<file path="src/rtl/control_transaccion.sv">
// Transaction-layer control FSM: sequences fabric reset, threshold load, arbiter enable,
// idle reporting and sticky FIFO error capture. Optional macro: CTRL_THRESHOLD_CHECK_EN.
module control_transaccion #(
    parameter int N_FIFOS = 8,
    parameter int AW      = 3
) (
    input  logic               clk,
    input  logic               reset,
    input  logic               init,
    input  logic [AW-1:0]      umbral_af_in,
    input  logic [AW-1:0]      umbral_ae_in,
    input  logic [N_FIFOS-1:0] fifo_empty,
    input  logic [N_FIFOS-1:0] fifo_error,
    output logic [2:0]         estado,
    output logic [AW-1:0]      umbral_af,
    output logic [AW-1:0]      umbral_ae,
    output logic               enable,
    output logic               idle,
    output logic [N_FIFOS-1:0] error_out
);

    typedef enum logic [2:0] {
        S_RESET  = 3'd0,
        S_INIT   = 3'd1,
        S_IDLE   = 3'd2,
        S_ACTIVE = 3'd3,
        S_ERROR  = 3'd4
    } state_t;

    state_t             r_state;
    state_t             w_next;
    logic [AW-1:0]      r_af;
    logic [AW-1:0]      r_ae;
    logic               r_enable;
    logic               r_idle;
    logic [N_FIFOS-1:0] r_err;
    logic               w_cfg_ok;
    logic               w_all_empty;
    logic               w_any_err;

`ifdef CTRL_THRESHOLD_CHECK_EN
    // A zero almost-full level or an almost-empty level at/above it would make the flags meaningless.
    assign w_cfg_ok = (umbral_af_in != '0) && (umbral_ae_in < umbral_af_in);
`else
    assign w_cfg_ok = 1'b1;
`endif

    assign w_all_empty = &fifo_empty;
    assign w_any_err   = |fifo_error;

    always_comb begin
        w_next = S_RESET;
        case (r_state)
            S_RESET:  w_next = S_INIT;
            S_INIT:   w_next = (!init && w_cfg_ok) ? S_IDLE : S_INIT;
            S_IDLE: begin
                if (w_any_err)         w_next = S_ERROR;
                else if (init)         w_next = S_INIT;
                else if (!w_all_empty) w_next = S_ACTIVE;
                else                   w_next = S_IDLE;
            end
            S_ACTIVE: begin
                if (w_any_err)         w_next = S_ERROR;
                else if (init)         w_next = S_INIT;
                else if (w_all_empty)  w_next = S_IDLE;
                else                   w_next = S_ACTIVE;
            end
            S_ERROR:  w_next = S_ERROR;
            default:  w_next = S_RESET;
        endcase
    end

    // Outputs are derived from the next state so they line up with the registered state code.
    always_ff @(posedge clk or posedge reset) begin
        if (reset) begin
            r_state  <= S_RESET;
            r_af     <= '0;
            r_ae     <= '0;
            r_enable <= 1'b0;
            r_idle   <= 1'b0;
            r_err    <= '0;
        end else begin
            r_state  <= w_next;
            r_enable <= (w_next == S_IDLE) || (w_next == S_ACTIVE);
            r_idle   <= (w_next == S_IDLE);
            if (r_state == S_INIT) begin
                r_af <= umbral_af_in;
                r_ae <= umbral_ae_in;
            end
            if ((r_state == S_IDLE) || (r_state == S_ACTIVE) || (r_state == S_ERROR))
                r_err <= r_err | fifo_error;
        end
    end

    assign estado    = r_state;
    assign umbral_af = r_af;
    assign umbral_ae = r_ae;
    assign enable    = r_enable;
    assign idle      = r_idle;
    assign error_out = r_err;

endmodule

</file>
<file path="config.mk">
export PLATFORM = sky130hd
export DESIGN_NAME = control_transaccion
export DESIGN_NICKNAME = d
export VERILOG_FILES = /design/src/rtl/control_transaccion.sv
export SDC_FILE = /design/constraint.sdc
export NUM_CORES = 1
export LEC_CHECK = 0
export ABC_AREA = 1
export CAP_MARGIN = 10
export CORE_UTILIZATION = 38
export DETAILED_ROUTE_END_ITERATION = 12
export PLACE_DENSITY = 0.78
export SLEW_MARGIN = 20
export SYNTH_ARGS = -nofsm -noshare
export SYNTH_HDL_FRONTEND = slang
export SYNTH_SLANG_ARGS = --single-unit
</file>
<file path="constraint.sdc">
create_clock -name clk -period 1.28 [get_ports clk]
set_input_delay 0.256 -clock clk [delete_from_list [all_inputs] [get_ports clk]]
set_output_delay 0.256 -clock clk [all_outputs]
set_load 0.05 [all_outputs]
</file>
* Word level (Yosys, flattened, before mapping)
Index checks and enable logic that the tools add are counted.
** Storage, ports and cells
- Flip-flop bits (word level) :: 19
- Input bits :: 25
- Output and inout bits :: 19
- Logic and storage cells :: 25
** Operators by class
- Reduce and logical (&&, ||, !) cells :: 7
- Equal/unequal tests :: 6
- Bitwise logic cells :: 1
- Multiplexer cells :: 5
** Operator list (count)
- 3-bit by 2-bit equality test with 1-bit output, second input constant :: 4
- 3-bit case mux with 4 select lines :: 1
- 8-bit bitwise OR :: 1
- 8-bit AND reduction :: 1
- 8-bit OR reduction :: 1
- 2-bit 2-to-1 mux :: 2
- 3-bit by 1-bit equality test with 1-bit output, second input constant :: 1
- 3-bit equality test, second input constant :: 1
- 3-bit zero test :: 1
- 1-bit logical OR :: 3
- 3-bit 2-to-1 mux :: 1
- 2-bit OR reduction :: 1
- 1-bit 2-to-1 mux :: 1

* Longest topological paths before layout
- Depth in word-level cells :: 7
- Gate-level depth with buffers :: 6

* Worst setup path before layout
OpenSTA, ideal clock, no wires.
- Kind :: register to register
- From :: reg r_state[2], in the netlist estado[2]
- To :: reg r_err[0], in the netlist error_out[0]
- Path buffers :: 0
- Setup time :: 0.124 ns
- Period minus slack after synthesis :: 1.412 ns
- Stages on the path, launching flop included :: 6
- Slack :: -0.132 ns
- Arrival :: 1.288 ns
- Cells stage by stage :: dfrtp_1 -> inv_1 -> nand2_1 -> inv_2 -> a21oi_4 -> o21bai_1
** On the way
- Word-level cells in the longest chain between the ends :: 3
- Elaborated cells between the ends (all ways) :: 5
- Those cells by class :: eq/ne: 3; reduce/logical: 2
** RTL lines
- start: declaration :: RTL line 30 : state_t r_state;
- start signal: assignment :: RTL line 83 : r_state <= w_next;
- 3-bit by 2-bit equality test with 1-bit output :: RTL line 90 : if ((r_state == S_IDLE) || (r_state == S_ACTIVE) || (r_state == S_ERROR))
- 1-bit logical OR :: RTL line 90
- 1-bit logical OR * :: RTL line 90
- end signal: assignment :: RTL line 91 : r_err <= r_err | fifo_error;
- end: declaration :: RTL line 36 : logic [N_FIFOS-1:0] r_err;
Every way passes the cells marked *; elsewhere a longest branch is shown, timed or not.
A chain may end at the register's enable or synchronous reset.

* Worst setup path after layout
- From :: reg r_state[0], in the netlist estado[0]
- To :: out estado[0]
** RTL lines
- end: declaration :: RTL line 14 : output logic [2:0] estado,
No word-level cell between the ends.

==> impl_metrics.ini <==
[run_status]
run_status = finished clean

[power_and_ir_drop]
pwr_dens_mw_per_mm2 = 2380
static-leakage-power_nw = 0.716
maximum_ir_drop_on_the_vdd_rail_v = 0.00123
power.share.switching_pct = 45.2
combPwrFrac_pct = 63.1
internal-power_w = 0.00201
pwr-share-clk_pct = 8.1
netSwitchingPower_w = 0.00166
fin_total_pwr_w = 0.00367
seq_power_share_pct = 28.8

[logic_synthesis]
synth-main-ff-cell = sky130_fd_sc_hd__dfrtp_1
yosysWarningCount = 0
synth.cell_area_um2 = 837
postSynth.asyncResetShare_pct = 100
dominant_cells_by_area_after_synthesis = sky130_fd_sc_hd__dfrtp_1, sky130_fd_sc_hd__nand2_1, sky130_fd_sc_hd__nor2_1
synthMostInstantiatedCell = sky130_fd_sc_hd__nand2_1
synthTopCellsByCount = sky130_fd_sc_hd__nand2_1, sky130_fd_sc_hd__dfrtp_1, sky130_fd_sc_hd__nor2_1
netlist.top_cell.by_area = sky130_fd_sc_hd__dfrtp_1
synth-edff-count = 0
ys_ff_latch = 19
synth_seq_area_share_pct = 56.8
syn-instance-count = 96
syn-mean-instance-area_um2 = 8.72
synth_unique_cells = 12
synthesis.nets = 121
synth_top_area_share_pct = 56.8

[detailed_routing]
met3WireLength_um = 96
route.top_layer_used = met4
drt-met1-wl_um = 785
drcViolationCount = 0
antenna_left = 0
dr_wl_met2_mm = 1.22
postRouteWirelength_mm = 2.13
vias_per_cell = 4.72
detail_route.first_pass.iterations = 4
drt_iter0_drc = 13
wire_per_inst_um = 12.3
dr_total_vias = 816

[clock_tree]
htree_levels = 1
cts-root-to-sink-buffers = 2
cts.root.buffer_cell = sky130_fd_sc_hd__clkbuf_4
cts.sink_count = 19
cts_buffers = 3
clk_pin_slew_ns = 0.10
cts_tree = yes
clk-insertion-delay-late_ns = 0.29

[die]
floorplan.die.width_um = 48.9
pin_count = 44
placement_rows = 16
fp.dieArea_mm2 = 0.00239
coreArea_mm2 = 0.00202
chip_height_um = 48.9
floorplan.initialDensity_pct = 41.4

[cells_and_area]
diodes = 0
finish.instance_area_mm2 = 0.00154
post_layout_nonfiller_instances = 173
drive_gt1_share_pct = 21.9
layout.filler_cells = 146
fin_util_pct = 76.4
finalNetCount = 172
syn_to_final_growth_pct = 84.5

[sta]
report.final.slew_viol_count = 0
whs_ns = 0.272
final-setup-viol-count = 0
finalCritPeriodShare_pct = 97.6
timing.final.hold_violations = 0
final.setup_skew_ns = 0.000835
timing.final.crit_period_ns = 1.25
worst_pin_slew_ns = 0.362
fmax_ghz = 0.801
maxSlewHeadroom_pct = 75.8
rsz_0062_raised_after_global_routing = no

[grt]
first_global_vias = 823
grt_max_degree = 20
global_route.usage.total_pct = 19.6
grt_first_pass_wirelength_mm = 3.49
grt_antenna_before_repair = 0
grt_residual_overflow = 0

[placed_design]
gp_congestion = 0.722
io_buffer_count = 43
dpl.cell_count = 168
dp_hpwl_mm = 1.68
placedInstanceArea_mm2 = 0.00151

[critical_path]
critical_path.reg2reg.startpoint = estado[0]
critPathLaunchType = register
timing.reg2reg.worst_path_depth = 5
worstPathMaxFanout = 7
worst-r2r-setup-slack_ns = 0.06
critical_path.endpoint = estado[0]
endpoint_kind = output pin
worst-endpoint-required_ns = 1.02
timing.critical_path.arrival_ns = 0.99
worstReg2RegEnd = enable
setup.worst_path.start = estado[0]
critPathKind = register to output pin

[job]
max_cap_violations = 0

[worst_hold_path]
worst_hold_path_type = input pin to async pin
## critical path, cell delays in order, from the launching register on
cell and delay [ns]:
sky130_fd_sc_hd__dfrtp_2 0.42, sky130_fd_sc_hd__buf_6 0.14, sky130_fd_sc_hd__buf_12 0.14
## registers in the layout, summed over array words and instances, names as in the netlist
signal     count
umbral_ae      3
enable         1
idle           1
error_out      8
estado         3
umbral_af      3
## cell usage in the layout, fill, tap and decap left out, drive strengths merged
cell type      instances
dfrtp                 19
buf                   23
clkbuf                 4
inv                   13
nand3                 10
o21ai                  1
nor2                  17
nand2                 25
o21bai                 8
clkdlybuf4s50         24
a21oi                  2
## power groups by stage
stage	sequential [W]	clock, W	combinational, W
3_3_place_gp	0.00107	0	0.00223
5_1_grt	0.00108	0.000330	0.00241
6_report	0.00106	0.000297	0.00232
2_1_floorplan	0.00167	0	0.000486
4_1_cts	0.00106	0.000311	0.00233
3_5_place_dp	0.00107	0	0.00228
## logic make-up after synthesis
| group | after synthesis | share of synthesized area (%) |
|---|---|---|
| buffers and inverters | 14 | 7.17 |
| AND/OR/NAND/NOR | 52 | 25.7 |
| flip-flops | 19 | 56.8 |
| AO/OA/AOI/OAI | 11 | 10.3 |
## how the worst min path moves through the flow
stage	startpoint	endpoint	cells past startpoint
2_1_floorplan	reset	enable	1
3_3_place_gp	umbral_af[0]	umbral_af[0]	2
3_5_place_dp	umbral_af[2]	umbral_af[2]	2
4_1_cts	reset	umbral_ae[0]	3
5_1_grt	reset	umbral_ae[0]	3
6_report	reset	umbral_ae[0]	3
## metrics by stage
step | setup TNS [ns] | worst slack (ns)
6_report | 0 | 0.0313
5_1_grt | 0 | 0.00140
4_1_cts | 0 | 0.0219
3_5_place_dp | -0.0341 | -0.0195
3_3_place_gp | -0.0108 | -0.00833
2_1_floorplan | 0 | 0.0352
## layer usage
metal  global-route usage [%]  up-vias
met5                        0        -
met3                     4.36        4
li1                         -      401
met1                     19.8      382
met4                     8.82        0
met2                     37.7       29
## final cells by class
type	count	area, um^2	area share, %
clock buffers	4	26.3	1.70
inverters	13	48.8	3.16
multi-input cells	63	302	19.5
flip-flops and latches	19	479	31.0
well taps	27	33.8	2.19
repair buffers	47	654	42.4
## repair_timing
action	in CTS	in global routing
hold buffers	0	0
gates resized for setup	1	0
endpoints found under the setup margin	1	0
buffers inserted	1	0
(Power assumes the default switching activity.)
